--- config.mk ---
export PLATFORM = sky130hd
export DESIGN_NAME = seg7_scan_mux
export DESIGN_NICKNAME = d
export VERILOG_FILES = /design/src/rtl/seg7_pkg.sv /design/src/rtl/seg7_hex_decode.sv /design/src/rtl/seg7_scan_mux.sv
export SDC_FILE = /design/constraint.sdc
export NUM_CORES = 1
export LEC_CHECK = 0
export CAP_MARGIN = 30
export CORE_ASPECT_RATIO = 0.75
export CORE_UTILIZATION = 59
export CTS_BUF_LIST = sky130_fd_sc_hd__clkbuf_8
export CTS_CLUSTER_SIZE = 8
export DETAILED_ROUTE_END_ITERATION = 12
export PLACE_DENSITY = 0.88
export SKIP_CTS_REPAIR_TIMING = 1
export SLEW_MARGIN = 25
export SYNTH_ARGS = -nofsm -noshare
export SYNTH_HDL_FRONTEND = slang
export SYNTH_SLANG_ARGS = --single-unit
--- constraint.sdc ---
create_clock -name clk -period 4 [get_ports clk]
set_clock_uncertainty 0.15 [all_clocks]
set_input_delay 0.4 -clock clk [delete_from_list [all_inputs] [get_ports clk]]
set_output_delay 0.4 -clock clk [all_outputs]
set_load 0.05 [all_outputs]
--- src/rtl/seg7_pkg.sv ---
// seg7_pkg
// Shared constants for the multiplexed 7-segment driver.
//   SEG_HEX_0..SEG_HEX_F : active-low g..a patterns for each hex value
//   SEG_ALL_OFF          : all seven segments dark (dp excluded)
//   SEG_BLANK            : full cathode byte with every segment and dp dark
//   an_off()             : level of one active-low anode line
package seg7_pkg;

    localparam logic [6:0] SEG_HEX_0 = 7'b1000000;
    localparam logic [6:0] SEG_HEX_1 = 7'b1111001;
    localparam logic [6:0] SEG_HEX_2 = 7'b0100100;
    localparam logic [6:0] SEG_HEX_3 = 7'b0110000;
    localparam logic [6:0] SEG_HEX_4 = 7'b0011001;
    localparam logic [6:0] SEG_HEX_5 = 7'b0010010;
    localparam logic [6:0] SEG_HEX_6 = 7'b0000010;
    localparam logic [6:0] SEG_HEX_7 = 7'b1111000;
    localparam logic [6:0] SEG_HEX_8 = 7'b0000000;
    localparam logic [6:0] SEG_HEX_9 = 7'b0010000;
    localparam logic [6:0] SEG_HEX_A = 7'b0001000;
    localparam logic [6:0] SEG_HEX_B = 7'b0000011;
    localparam logic [6:0] SEG_HEX_C = 7'b1000110;
    localparam logic [6:0] SEG_HEX_D = 7'b0100001;
    localparam logic [6:0] SEG_HEX_E = 7'b0000110;
    localparam logic [6:0] SEG_HEX_F = 7'b0001110;

    localparam logic [6:0] SEG_ALL_OFF = 7'h7F;
    localparam logic [7:0] SEG_BLANK   = 8'hFF;

    // Returns 1 (anode off) unless this anode is the selected digit and the
    // display is not being forced dark.
    function automatic logic an_off(input logic dark, input logic selected);
        return dark | ~selected;
    endfunction

endpackage

--- src/rtl/seg7_hex_decode.sv ---
// seg7_hex_decode
// Combinational hex nibble to active-low 7-segment pattern.
//   i_nibble : value 0..F
//   o_seg    : segments g..a, active-low
module seg7_hex_decode
    import seg7_pkg::*;
(
    input  logic [3:0] i_nibble,
    output logic [6:0] o_seg
);

    always_comb begin
        o_seg = SEG_HEX_0;
        case (i_nibble)
            4'h0: o_seg = SEG_HEX_0;
            4'h1: o_seg = SEG_HEX_1;
            4'h2: o_seg = SEG_HEX_2;
            4'h3: o_seg = SEG_HEX_3;
            4'h4: o_seg = SEG_HEX_4;
            4'h5: o_seg = SEG_HEX_5;
            4'h6: o_seg = SEG_HEX_6;
            4'h7: o_seg = SEG_HEX_7;
            4'h8: o_seg = SEG_HEX_8;
            4'h9: o_seg = SEG_HEX_9;
            4'hA: o_seg = SEG_HEX_A;
            4'hB: o_seg = SEG_HEX_B;
            4'hC: o_seg = SEG_HEX_C;
            4'hD: o_seg = SEG_HEX_D;
            4'hE: o_seg = SEG_HEX_E;
            4'hF: o_seg = SEG_HEX_F;
        endcase
    end

endmodule

--- src/rtl/seg7_scan_mux.sv ---
// seg7_scan_mux
// Time-multiplexed driver for NUM_DIGITS common-anode 7-segment digits.
// Scans leftmost digit first, one digit per SCAN_DIV clocks, with hex decode,
// per-digit dp, per-digit blink, leading-zero blanking and a guard interval.
//   clk, rst_n  : system clock, asynchronous active-low reset
//   en          : 1 = display on, 0 = anodes dark (scan keeps running)
//   digits      : nibble i = digits[4i+3:4i], digit 0 rightmost
//   dp          : decimal point request per digit (1 = lit)
//   blink_mask  : 1 = digit dark during the off blink phase
//   blank_lz    : 1 = suppress leading zeros (digit 0 never suppressed)
//   an          : anodes, active-low, an[i] drives digit i
//   seg         : cathodes, active-low, seg[7] = dp, seg[6:0] = g..a
//   frame_tick  : one-cycle pulse when the last slot of a frame ends
module seg7_scan_mux
    import seg7_pkg::*;
#(
    parameter int NUM_DIGITS   = 4,
    parameter int SCAN_DIV     = 50000,
    parameter int GUARD        = 0,
    parameter int BLINK_FRAMES = 62
) (
    input  logic                    clk,
    input  logic                    rst_n,
    input  logic                    en,
    input  logic [4*NUM_DIGITS-1:0] digits,
    input  logic [NUM_DIGITS-1:0]   dp,
    input  logic [NUM_DIGITS-1:0]   blink_mask,
    input  logic                    blank_lz,
    output logic [NUM_DIGITS-1:0]   an,
    output logic [7:0]              seg,
    output logic                    frame_tick
);

    localparam int CW = (SCAN_DIV > 1)     ? $clog2(SCAN_DIV)     : 1;
    localparam int IW = (NUM_DIGITS > 1)   ? $clog2(NUM_DIGITS)   : 1;
    localparam int BW = (BLINK_FRAMES > 1) ? $clog2(BLINK_FRAMES) : 1;

    localparam logic [CW-1:0] SLOT_LAST  = CW'(SCAN_DIV - 1);
    localparam logic [IW-1:0] IDX_LAST   = IW'(NUM_DIGITS - 1);
    localparam logic [BW-1:0] BLINK_LAST = BW'(BLINK_FRAMES - 1);

    logic [CW-1:0]         r_slot_cnt;
    logic [IW-1:0]         r_idx;
    logic                  r_frame_tick;
    logic [BW-1:0]         r_blink_cnt;
    logic                  r_blink_phase;
    logic [NUM_DIGITS-1:0] r_an;
    logic [7:0]            r_seg;

    logic                  w_slot_tick;
    logic [3:0]            w_nibble;
    logic                  w_dp_sel;
    logic                  w_blink_sel;
    logic                  w_run;
    logic                  w_upper_zero;
    logic                  w_lz_blank;
    logic                  w_dark;
    logic [6:0]            w_hex;
    logic [NUM_DIGITS-1:0] w_an_next;
    logic                  w_in_guard;

    assign w_slot_tick = (r_slot_cnt == SLOT_LAST);

    // Slot prescaler, digit index and registered frame pulse.
    always_ff @(posedge clk or negedge rst_n) begin
        if (!rst_n) begin
            r_slot_cnt   <= '0;
            r_idx        <= IDX_LAST;
            r_frame_tick <= 1'b0;
        end else begin
            r_frame_tick <= w_slot_tick && (r_idx == '0);
            if (w_slot_tick) begin
                r_slot_cnt <= '0;
                r_idx      <= (r_idx == '0) ? IDX_LAST : r_idx - IW'(1);
            end else begin
                r_slot_cnt <= r_slot_cnt + CW'(1);
            end
        end
    end

    // Blink phase flips every BLINK_FRAMES completed frames; 0 = visible.
    always_ff @(posedge clk or negedge rst_n) begin
        if (!rst_n) begin
            r_blink_cnt   <= '0;
            r_blink_phase <= 1'b0;
        end else if (r_frame_tick) begin
            if (r_blink_cnt == BLINK_LAST) begin
                r_blink_cnt   <= '0;
                r_blink_phase <= ~r_blink_phase;
            end else begin
                r_blink_cnt <= r_blink_cnt + BW'(1);
            end
        end
    end

    // Select the inputs for digit r_idx, which is loaded at the coming slot
    // boundary. Walking from the leftmost digit down, w_run stays high while
    // every nibble seen so far is zero, giving the leading-zero condition.
    always_comb begin
        w_nibble     = 4'h0;
        w_dp_sel     = 1'b0;
        w_blink_sel  = 1'b0;
        w_run        = 1'b1;
        w_upper_zero = 1'b0;
        for (int j = NUM_DIGITS - 1; j >= 0; j--) begin
            w_run = w_run & (digits[4*j +: 4] == 4'h0);
            if (r_idx == IW'(j)) begin
                w_nibble     = digits[4*j +: 4];
                w_dp_sel     = dp[j];
                w_blink_sel  = blink_mask[j];
                w_upper_zero = w_run;
            end
        end
    end

    assign w_lz_blank = blank_lz && (r_idx != '0) && w_upper_zero;
    assign w_dark     = !en || (w_blink_sel && r_blink_phase);

    always_comb begin
        w_an_next = '1;
        for (int j = 0; j < NUM_DIGITS; j++) begin
            w_an_next[j] = an_off(w_dark, r_idx == IW'(j));
        end
    end

    seg7_hex_decode u_hex_decode (
        .i_nibble (w_nibble),
        .o_seg    (w_hex)
    );

    // Display register: loaded only at slot boundaries so mid-slot input
    // changes never glitch the digit being shown.
    always_ff @(posedge clk or negedge rst_n) begin
        if (!rst_n) begin
            r_an  <= '1;
            r_seg <= SEG_BLANK;
        end else if (w_slot_tick) begin
            r_an  <= w_an_next;
            r_seg <= {~w_dp_sel, w_lz_blank ? SEG_ALL_OFF : w_hex};
        end
    end

    // Anti-ghosting: anodes stay dark for the first GUARD clocks of a slot
    // while the cathodes already carry the new digit.
    generate
        if (GUARD > 0) begin : g_guard
            assign w_in_guard = (r_slot_cnt < CW'(GUARD));
        end else begin : g_no_guard
            assign w_in_guard = 1'b0;
        end
    endgenerate

    assign an         = w_in_guard ? '1 : r_an;
    assign seg        = r_seg;
    assign frame_tick = r_frame_tick;

endmodule
==> results of run 1 <==
[state kept, by name, indices dropped and copies added, names as in the netlist]
name / cells
an: 4
frame_tick: 1
r_blink_cnt: 6
r_blink_phase: 1
r_idx: 2
r_slot_cnt: 16
seg: 8
[synthesized netlist by cell type, types with 2 or more instances]
| library cell | number |
|---|---|
| a211oi_1 | 4 |
| buf_6 | 3 |
| a21oi_1 | 11 |
| nand2b_1 | 4 |
| xnor2_1 | 6 |
| inv_1 | 12 |
| nor2_1 | 23 |
| o22ai_1 | 3 |
| nand4_1 | 3 |
| and3_1 | 3 |
| nor3b_1 | 5 |
| xor2_1 | 12 |
| dfstp_2 | 14 |
| nand3_1 | 9 |
| nor3_1 | 3 |
| nand2_1 | 14 |
| ha_1 | 13 |
| a221oi_4 | 2 |
| dfrtp_1 | 24 |
| o32a_1 | 3 |
| buf_2 | 2 |
| a221oi_1 | 2 |
| nor2b_1 | 5 |
| a21boi_0 | 2 |
| nor4bb_1 | 2 |
| mux2i_1 | 7 |
| o21ai_0 | 4 |
| buf_4 | 2 |
| clkbuf_1 | 2 |
| o22a_1 | 3 |
| nand3b_1 | 4 |
[metal layers]
| metal | GRT usage, % | vias to the layer above | wire [microns] |
|---|---|---|---|
| met5 | 0 | - | 0 |
| met4 | 11.0 | 0 | 58 |
| met3 | 8.33 | 5 | 202 |
| met2 | 41.6 | 39 | 2290 |
| met1 | 38.4 | 867 | 2300 |
| li1 | - | 870 | - |
[critical path: cells and delay by family, from the launching register on]
kind | cells | cell delay, ps
adder cells (fa/ha/maj) | 2 | 730
flip-flops | 1 | 570
buffers and inverters | 2 | 220
AND/OR/NAND/NOR | 2 | 370
AO/OA/AOI/OAI | 3 | 710
[kinds of logic after synthesis]
logic type,count (synthesis)
xor gates and xnor gates,18
and+or+nand+nor,82
buffers and inverters,21
adders and majority gates,13
muxes,8
DFF,38
AOI/OAI and AO/OA,43
[area by class of cell]
cell class	count	area, sq um	share of cell area, %
clock buffers	6	82.6	2.90
clock inverters	2	60.1	2.11
inverters	12	45.0	1.58
multi-input cells	164	1210	42.6
flip-flops and latches	38	968	34.1
well taps	52	65.1	2.29
repair buffers	42	410	14.4
[cells in the final DEF, fill, tap and decap left out, types with 2 or more instances in the layout]
cell             instances
dfrtp_1                 24
nor3_1                   3
nor3b_1                  5
nand4_1                  3
nor2_1                  23
a221oi_4                 2
nor2b_1                  5
a21oi_1                 11
ha_1                    13
o21ai_0                  4
nand3_1                  9
clkdlybuf4s50_1         39
bufinv_16                2
o22ai_1                  3
a21boi_0                 2
mux2i_1                  7
xor2_1                  12
a211oi_1                 4
clkbuf_8                 6
nor4bb_1                 2
nand3b_1                 4
o22a_1                   3
dfstp_2                 14
inv_1                   12
a221oi_1                 2
nand2b_1                 4
xnor2_1                  6
buf_4                    2
and3_1                   3
o32a_1                   3
nand2_1                 14
[where the power goes]
group          switching [mW]  internal, mW
sequential                  0         0.385
combinational          0.0297        0.0368
clock                   0.142         0.266
total                   0.172         0.687
[through the flow]
step / instances / utilization, %
2_1_floorplan: 223 / -
3_3_place_gp: 308 / 73.3
3_5_place_dp: 308 / 73.3
4_1_cts: 316 / 77.1
5_1_grt: 316 / 77.1
6_report: 316 / 77.1
[how the worst min path moves through the flow]
stage                     slack (ps)          start        endpoint
after floorplan                  -50          rst_n      frame_tick
after global placement           330  r_slot_cnt[0]   r_slot_cnt[0]
after detailed placement         320  r_blink_phase   r_blink_phase
after CTS                         60          rst_n   r_slot_cnt[5]
after global routing             110          rst_n  r_blink_cnt[1]
final                             40          rst_n  r_blink_cnt[1]
==> qor.txt, run 1 <==
R2R Setup Slk - 1170 ps
Leakage Power - 1.19 nW
post-synthesis cell area - 2290 sq um
critical path endpoint - seg[5]
Slew @ Worst Pin - 809 ps
clock tree sinks - 38
EDFF count, synth - 0
crit path max fanout - 19
worst hold-check path type - in2async
ANT cells - 0
worst r2r dst - seg[5]
WHS - 38.5 ps
post-synthesis compound-gate area fraction - 16.1%
post-synthesis mux area share - 3.55%
RSZ-0062 raised after global routing - false
Worst-Skew Late Latency - 300 ps
Detail Placement HPWL - 3490 microns
Pre-Repair DR Iteration Count - 4
Total Power - 859 uW
Worst Setup Start Kind - flip-flop
Layout fillers - 261
Slew Limit Headroom - 46.1%
GP Congestion - 0.820
most area-consuming cells after synthesis - dfrtp_1 26%, dfstp_2 16%, ha_1 7.1%
simple-gate share of the synthesized area - 19.2%
via count - 1781
Synth top area share - 26.2%
proportion of layout cells with a drive suffix above 1 - 11.7%
PD cells - 302 nW/um^2
core outline area - 3680 sq um
buffers added on ports - 40
worst r2r src - r_idx[0]
Post-Layout Inst Area - 2840 sq um
cts bufs inserted - 5
global-route wire length before repair - 8490 microns
fin crit period - 2830 ps
wire per inst - 15.4 microns
post-synth cell types - 48
R2R depth - 9
setup total negative slack - 0 ps
Crit path largest cell delay - 570 ps
final hold viol count - 0
Reg clk slew, reported paths - 70 ps
fraction of synthesized cell area in xor and xnor cells - 6.88%
syn avg cell area - 10.3 sq um
clock root cell - clkbuf_8
WL final - 4850 microns
DRC violations left - 0
Die Width - 74.0 microns
Max-Cap Viols - 0
worst setup margin - 1170 ps
run status - finished clean
cells after synthesis - 223
initial antenna violation count - 0
drt via density - 5.64
Yosys top cell by area - dfrtp_1
Initial Utilization - 62.2%
ys flop type - dfrtp_1
Die Area - 4140 sq um
number of synthesized register bits - 38
Place WS - 1170 ps
maximum buffer depth of the clock tree - 2
synthesized net count - 264
largest family of logic cells by synthesized area - simple AND/OR/NAND/NOR gates
Max Slew Vio Count - 0
ANT nets after route - 0
CP startpoint - r_idx[0]
nets - 304
slowest CP cell - dfstp_2
Worst VDD drop - 244 uV
CP endpoint kind - flip-flop
CTS H-tree lvls - 2
synth-to-layout area growth - 24.1%
largest net degree at the start of global routing - 39
Post-Synth Adder-Cell Area - 7.10%
Finish-stage setup viols - 0
achievable frequency - 0.354 GHz
Die H - 56.0 microns
row count - 19
total track usage - 28.0%
asr flop ratio synth - 100%
Worst Path Arrival - 2910 ps
Worst EP required - 4080 ps
kind of critical path - reg2reg
vias in the first global route - 1786
Top Ports - 41
Cell Chain, Critical Path - inv_1, ha_1, nor2b_1, a211oi_4, inv_1, ha_1, nand2_1, a21boi_0, o32a_1
CTS tree - yes
global route total overflow - 0
YS warnings - 0
period utilization - 70.7%
Placed Area - 2700 sq um
1st-iter DRT viols - 122
register area share after synthesis - 42.3%
Note: power is estimated with default switching activity, not from simulation.
==> inputs of run 2 (changes only) <==
CORE_UTILIZATION = 54   (was 59)
PLACE_DENSITY = 0.82   (was 0.88)
clock period = 2.7 ns   (was 4 ns; I/O delays follow)
==> qor.txt, run 2 (synthesis gave the netlist of run 1 again) <==
run status - finished with violations
violated checks - hold timing
clock root cell - clkbuf_8
period utilization - 93.6%
commonest non-fill, non-tap cells in the layout - 39 x clkdlybuf4s50_1, 24 x dfrtp_1, 23 x nor2_1, 14 x nand2_1, 14 x dfstp_2
achievable frequency - 0.396 GHz
multi-input logic area - 1230 sq um
Worst EP required - 2760 ps
CP startpoint - r_idx[0]
total track usage - 22.5%
Finish-stage setup viols - 0
Die H - 58.4 microns
Layout fillers - 315
1st-iter DRT viols - 93
RSZ-0062 raised after global routing - false
worst r2r src - r_idx[0]
Max-Cap Viols - 0
crit path max fanout - 13
drt via density - 5.40
global route total overflow - 0
vias in the first global route - 1724
WL final - 4580 microns
Post-Layout Inst Area - 2880 sq um
buffers added on ports - 40
core outline area - 4050 sq um
nets - 312
commonest non-fill, non-tap cell in the layout - clkdlybuf4s50_1
Top Ports - 41
initial antenna violation count - 0
CTS H-tree lvls - 2
Initial Utilization - 56.5%
Die Width - 77.2 microns
DRC violations left - 0
Reg with most FFs - r_slot_cnt
CP endpoint kind - flip-flop
wire per inst - 14.0 microns
Die Area - 4510 sq um
Slew @ Worst Pin - 801 ps
clock tree sinks - 38
Worst VDD drop - 420 uV
maximum buffer depth of the clock tree - 2
Worst Setup Start Kind - flip-flop
ANT nets after route - 0
worst hold-check path type - in2async
worst setup margin - 172 ps
WHS - -72.3 ps
Reg clk slew, reported paths - 80 ps
CTS tree - yes
Max Slew Vio Count - 0
ANT cells - 0
proportion of layout cells with a drive suffix above 1 - 16.2%
global-route wire length before repair - 7980 microns
kind of critical path - reg2reg
largest net degree at the start of global routing - 39
synth-to-layout area growth - 25.6%
Worst-Skew Late Latency - 280 ps
via count - 1766
final hold viol count - 24
Place WS - 58.5 ps
Worst Path Arrival - 2590 ps
Reg area - 968 sq um
row count - 20
Placed Area - 2760 sq um
Leakage Power - 1.21 nW
Detail Placement HPWL - 3500 microns
setup total negative slack - 0 ps
number of flip-flops in the largest register - 16
fin crit period - 2530 ps
Slew Limit Headroom - 46.6%
PD cells - 373 nW/um^2
GP Congestion - 0.860
cts bufs inserted - 5
Pre-Repair DR Iteration Count - 4
run 2: path summary, 6_finish.rpt:
| kind | to | slack, ps | cells past startpoint |
|---|---|---|---|
| setup reg to reg | seg[0] | 170 | 8 |
| min in group clk | r_blink_phase | 330 | 1 |
| max in group asynchronous | r_slot_cnt[1] | 1970 | 1 |
| setup / recovery | seg[0] | 170 | 8 |
| hold / removal | r_blink_cnt[5] | -70 | 1 |
| hold reg to reg | r_blink_phase | 330 | 1 |
run 2: area by class of cell:
type	instances	area share [%]
multi-input combinational	164	42.7
sequential	38	33.7
timing repair buffer	50	16.4
clock buffer	6	2.87
tap	55	2.39
inverter	12	1.57
clock inverter	2	0.435
run 2: critical path, stage by stage (launching register included):
cell	delay, ps
dfstp_2	580
inv_1	70
ha_2	250
buf_4	200
a221oi_1	330
buf_4	260
or3b_1	360
o221a_1	120
o22a_1	150
run 2: metrics by stage:
| step | power [mW] | hold WS [ps] | instances | util [%] |
|---|---|---|---|---|
| finish | 1.07 | -72.3 | 327 | 71.0 |
| global route | 1.12 | 4.25 | 327 | 71.0 |
| CTS | 1.08 | -39.6 | 327 | 70.5 |
| detailed placement | 0.681 | 266 | 319 | 68.2 |
| global placement | 0.680 | 265 | 319 | 68.2 |
| floorplan | 0.618 | -176 | 223 | - |
run 2: power breakdown:
group	switching [mW]	total (mW)	leakage [nW]	internal (mW)
Clock	0.198	0.404	0.0472	0.205
Combinational	0.0437	0.0999	0.692	0.0562
Sequential	0	0.570	0.466	0.570
run 2: layer usage:
layer	global-route usage (%)	vias up	share of wire [%]
met5	0	-	0
met4	2.96	0	0.57
met3	4.65	2	2.4
met2	39.3	27	48
met1	30.2	852	49
li1	-	885	-
==> inputs of run 3 (changes only) <==
--- a/config.mk
+++ b/config.mk
@@ -8,9 +8,10 @@
 export CAP_MARGIN = 30
 export CORE_ASPECT_RATIO = 0.75
-export CORE_UTILIZATION = 54
+export CORE_UTILIZATION = 61
 export CTS_BUF_LIST = sky130_fd_sc_hd__clkbuf_8
 export CTS_CLUSTER_SIZE = 8
 export DETAILED_ROUTE_END_ITERATION = 12
-export PLACE_DENSITY = 0.82
+export DONT_BUFFER_PORTS = 1
+export PLACE_DENSITY = 0.77
 export SKIP_CTS_REPAIR_TIMING = 1
 export SLEW_MARGIN = 25
--- a/constraint.sdc
+++ b/constraint.sdc
@@ -3,3 +3,3 @@
 set_input_delay 0.27 -clock clk [delete_from_list [all_inputs] [get_ports clk]]
 set_output_delay 0.27 -clock clk [all_outputs]
-set_load 0.05 [all_outputs]
+set_load 0.02 [all_outputs]
==> qor.txt, run 3 (synthesis gave the netlist of run 1 again) <==
run status - finished clean
fin crit period - 2610 ps
CTS H-tree lvls - 2
global route total overflow - 0
Finish-stage setup viols - 0
DRC violations left - 0
total track usage - 25.7%
Worst Setup Start Kind - flip-flop
Reg with most FFs - r_slot_cnt
synth-to-layout area growth - 11.2%
Total Power - 1.23 mW
CTS tree - yes
setup total negative slack - 0 ps
clock root cell - clkbuf_8
Slew @ Worst Pin - 532 ps
PD cells - 484 nW/um^2
Worst EP required - 2780 ps
Inst Count DP - 273
WHS - 114 ps
largest net degree at the start of global routing - 39
wire per inst - 16.4 microns
Placed Area - 2350 sq um
Top Ports - 41
via count - 1725
core outline area - 3450 sq um
Reg clk slew, reported paths - 70 ps
Detail Placement HPWL - 3450 microns
Pre-Repair DR Iteration Count - 4
initial antenna violation count - 0
Layout fillers - 253
1st-iter DRT viols - 138
number of flip-flops in the largest register - 16
clock tree sinks - 38
kind of critical path - reg2reg
Die Width - 72.8 microns
crit path max fanout - 13
commonest non-fill, non-tap cell in the layout - dfrtp_1
Layout Cells excl Fill - 284
RSZ-0062 raised after global routing - true
Slew Limit Headroom - 64.5%
nets - 274
proportion of layout cells with a drive suffix above 1 - 18.8%
Leakage Power - 1.09 nW
Worst Path Arrival - 2690 ps
vias in the first global route - 1618
cts bufs inserted - 5
ANT nets after route - 0
final hold viol count - 0
buffers added on ports - 0
multi-input logic area - 1220 sq um
GP Congestion - 0.876
achievable frequency - 0.383 GHz
Post-Layout Inst Area - 2550 sq um
worst hold-check path type - in2reg
CP endpoint kind - flip-flop
maximum buffer depth of the clock tree - 2
Worst VDD drop - 393 uV
Die Area - 4010 sq um
row count - 18
Max Slew Vio Count - 0
period utilization - 96.7%
Worst-Skew Late Latency - 290 ps
Reg area - 968 sq um
drt via density - 6.07
Die H - 55.1 microns
WL final - 4660 microns
ANT cells - 0
Initial Utilization - 66.5%
commonest non-fill, non-tap cells in the layout - 24 x dfrtp_1, 23 x nor2_1, 14 x nand2_1, 14 x dfstp_2, 12 x xor2_1
global-route wire length before repair - 7530 microns
Max-Cap Viols - 0
==> run 3: path summary, 6_finish.rpt <==
path / cells past startpoint / from / endpoint / slack, ps
max in group asynchronous: 2 / rst_n / r_idx[1] / 1860
setup reg to reg: 6 / r_idx[0] / seg[5] / 90
hold reg to reg: 1 / r_slot_cnt[0] / r_slot_cnt[0] / 340
min in group asynchronous: 2 / rst_n / r_blink_cnt[2] / 280
hold / removal: 2 / dp[0] / seg[7] / 110
setup / recovery: 6 / r_idx[0] / seg[5] / 90
==> run 3: power by group <==
part	internal [mW]	total, mW	switching (mW)	leakage, nW
combinational	0.0280	0.0656	0.0376	0.548
sequential	0.570	0.570	0	0.466
clock	0.394	0.597	0.202	0.0714
total	0.992	1.23	0.240	1.09
==> run 3: area by class of cell <==
cell class,count,area share (%)
Multi-Input combinational cell,164,48.0
Sequential cell,38,38.0
Timing Repair Buffer,12,4.13
Clock buffer,6,3.24
Tap cell,50,2.46
Clock inverter,2,2.36
Inverter,12,1.77
==> run 3: per-layer routing <==
metal	track usage [%]	part of all wire, %
met4	9.48	1.2
met5	0	0
met1	34.3	46
met2	39.7	46
met3	8.33	6.5
==> run 3: worst max-delay path, stage by stage (launching register included) <==
cell and delay, ps:
dfstp_2 570, inv_1 80, ha_2 270, or4b_1 570, a211o_2 310, o31ai_4 350, o32a_1 250
==> run 3: through the flow <==
| stage | setup WS (ps) | utilization (%) |
|---|---|---|
| floorplan | 65.6 | - |
| global placement | 125 | 68.3 |
| detailed placement | 5.36 | 68.3 |
| CTS | -15.2 | 72.5 |
| global route | -18.6 | 73.9 |
| finish | 89.8 | 73.9 |
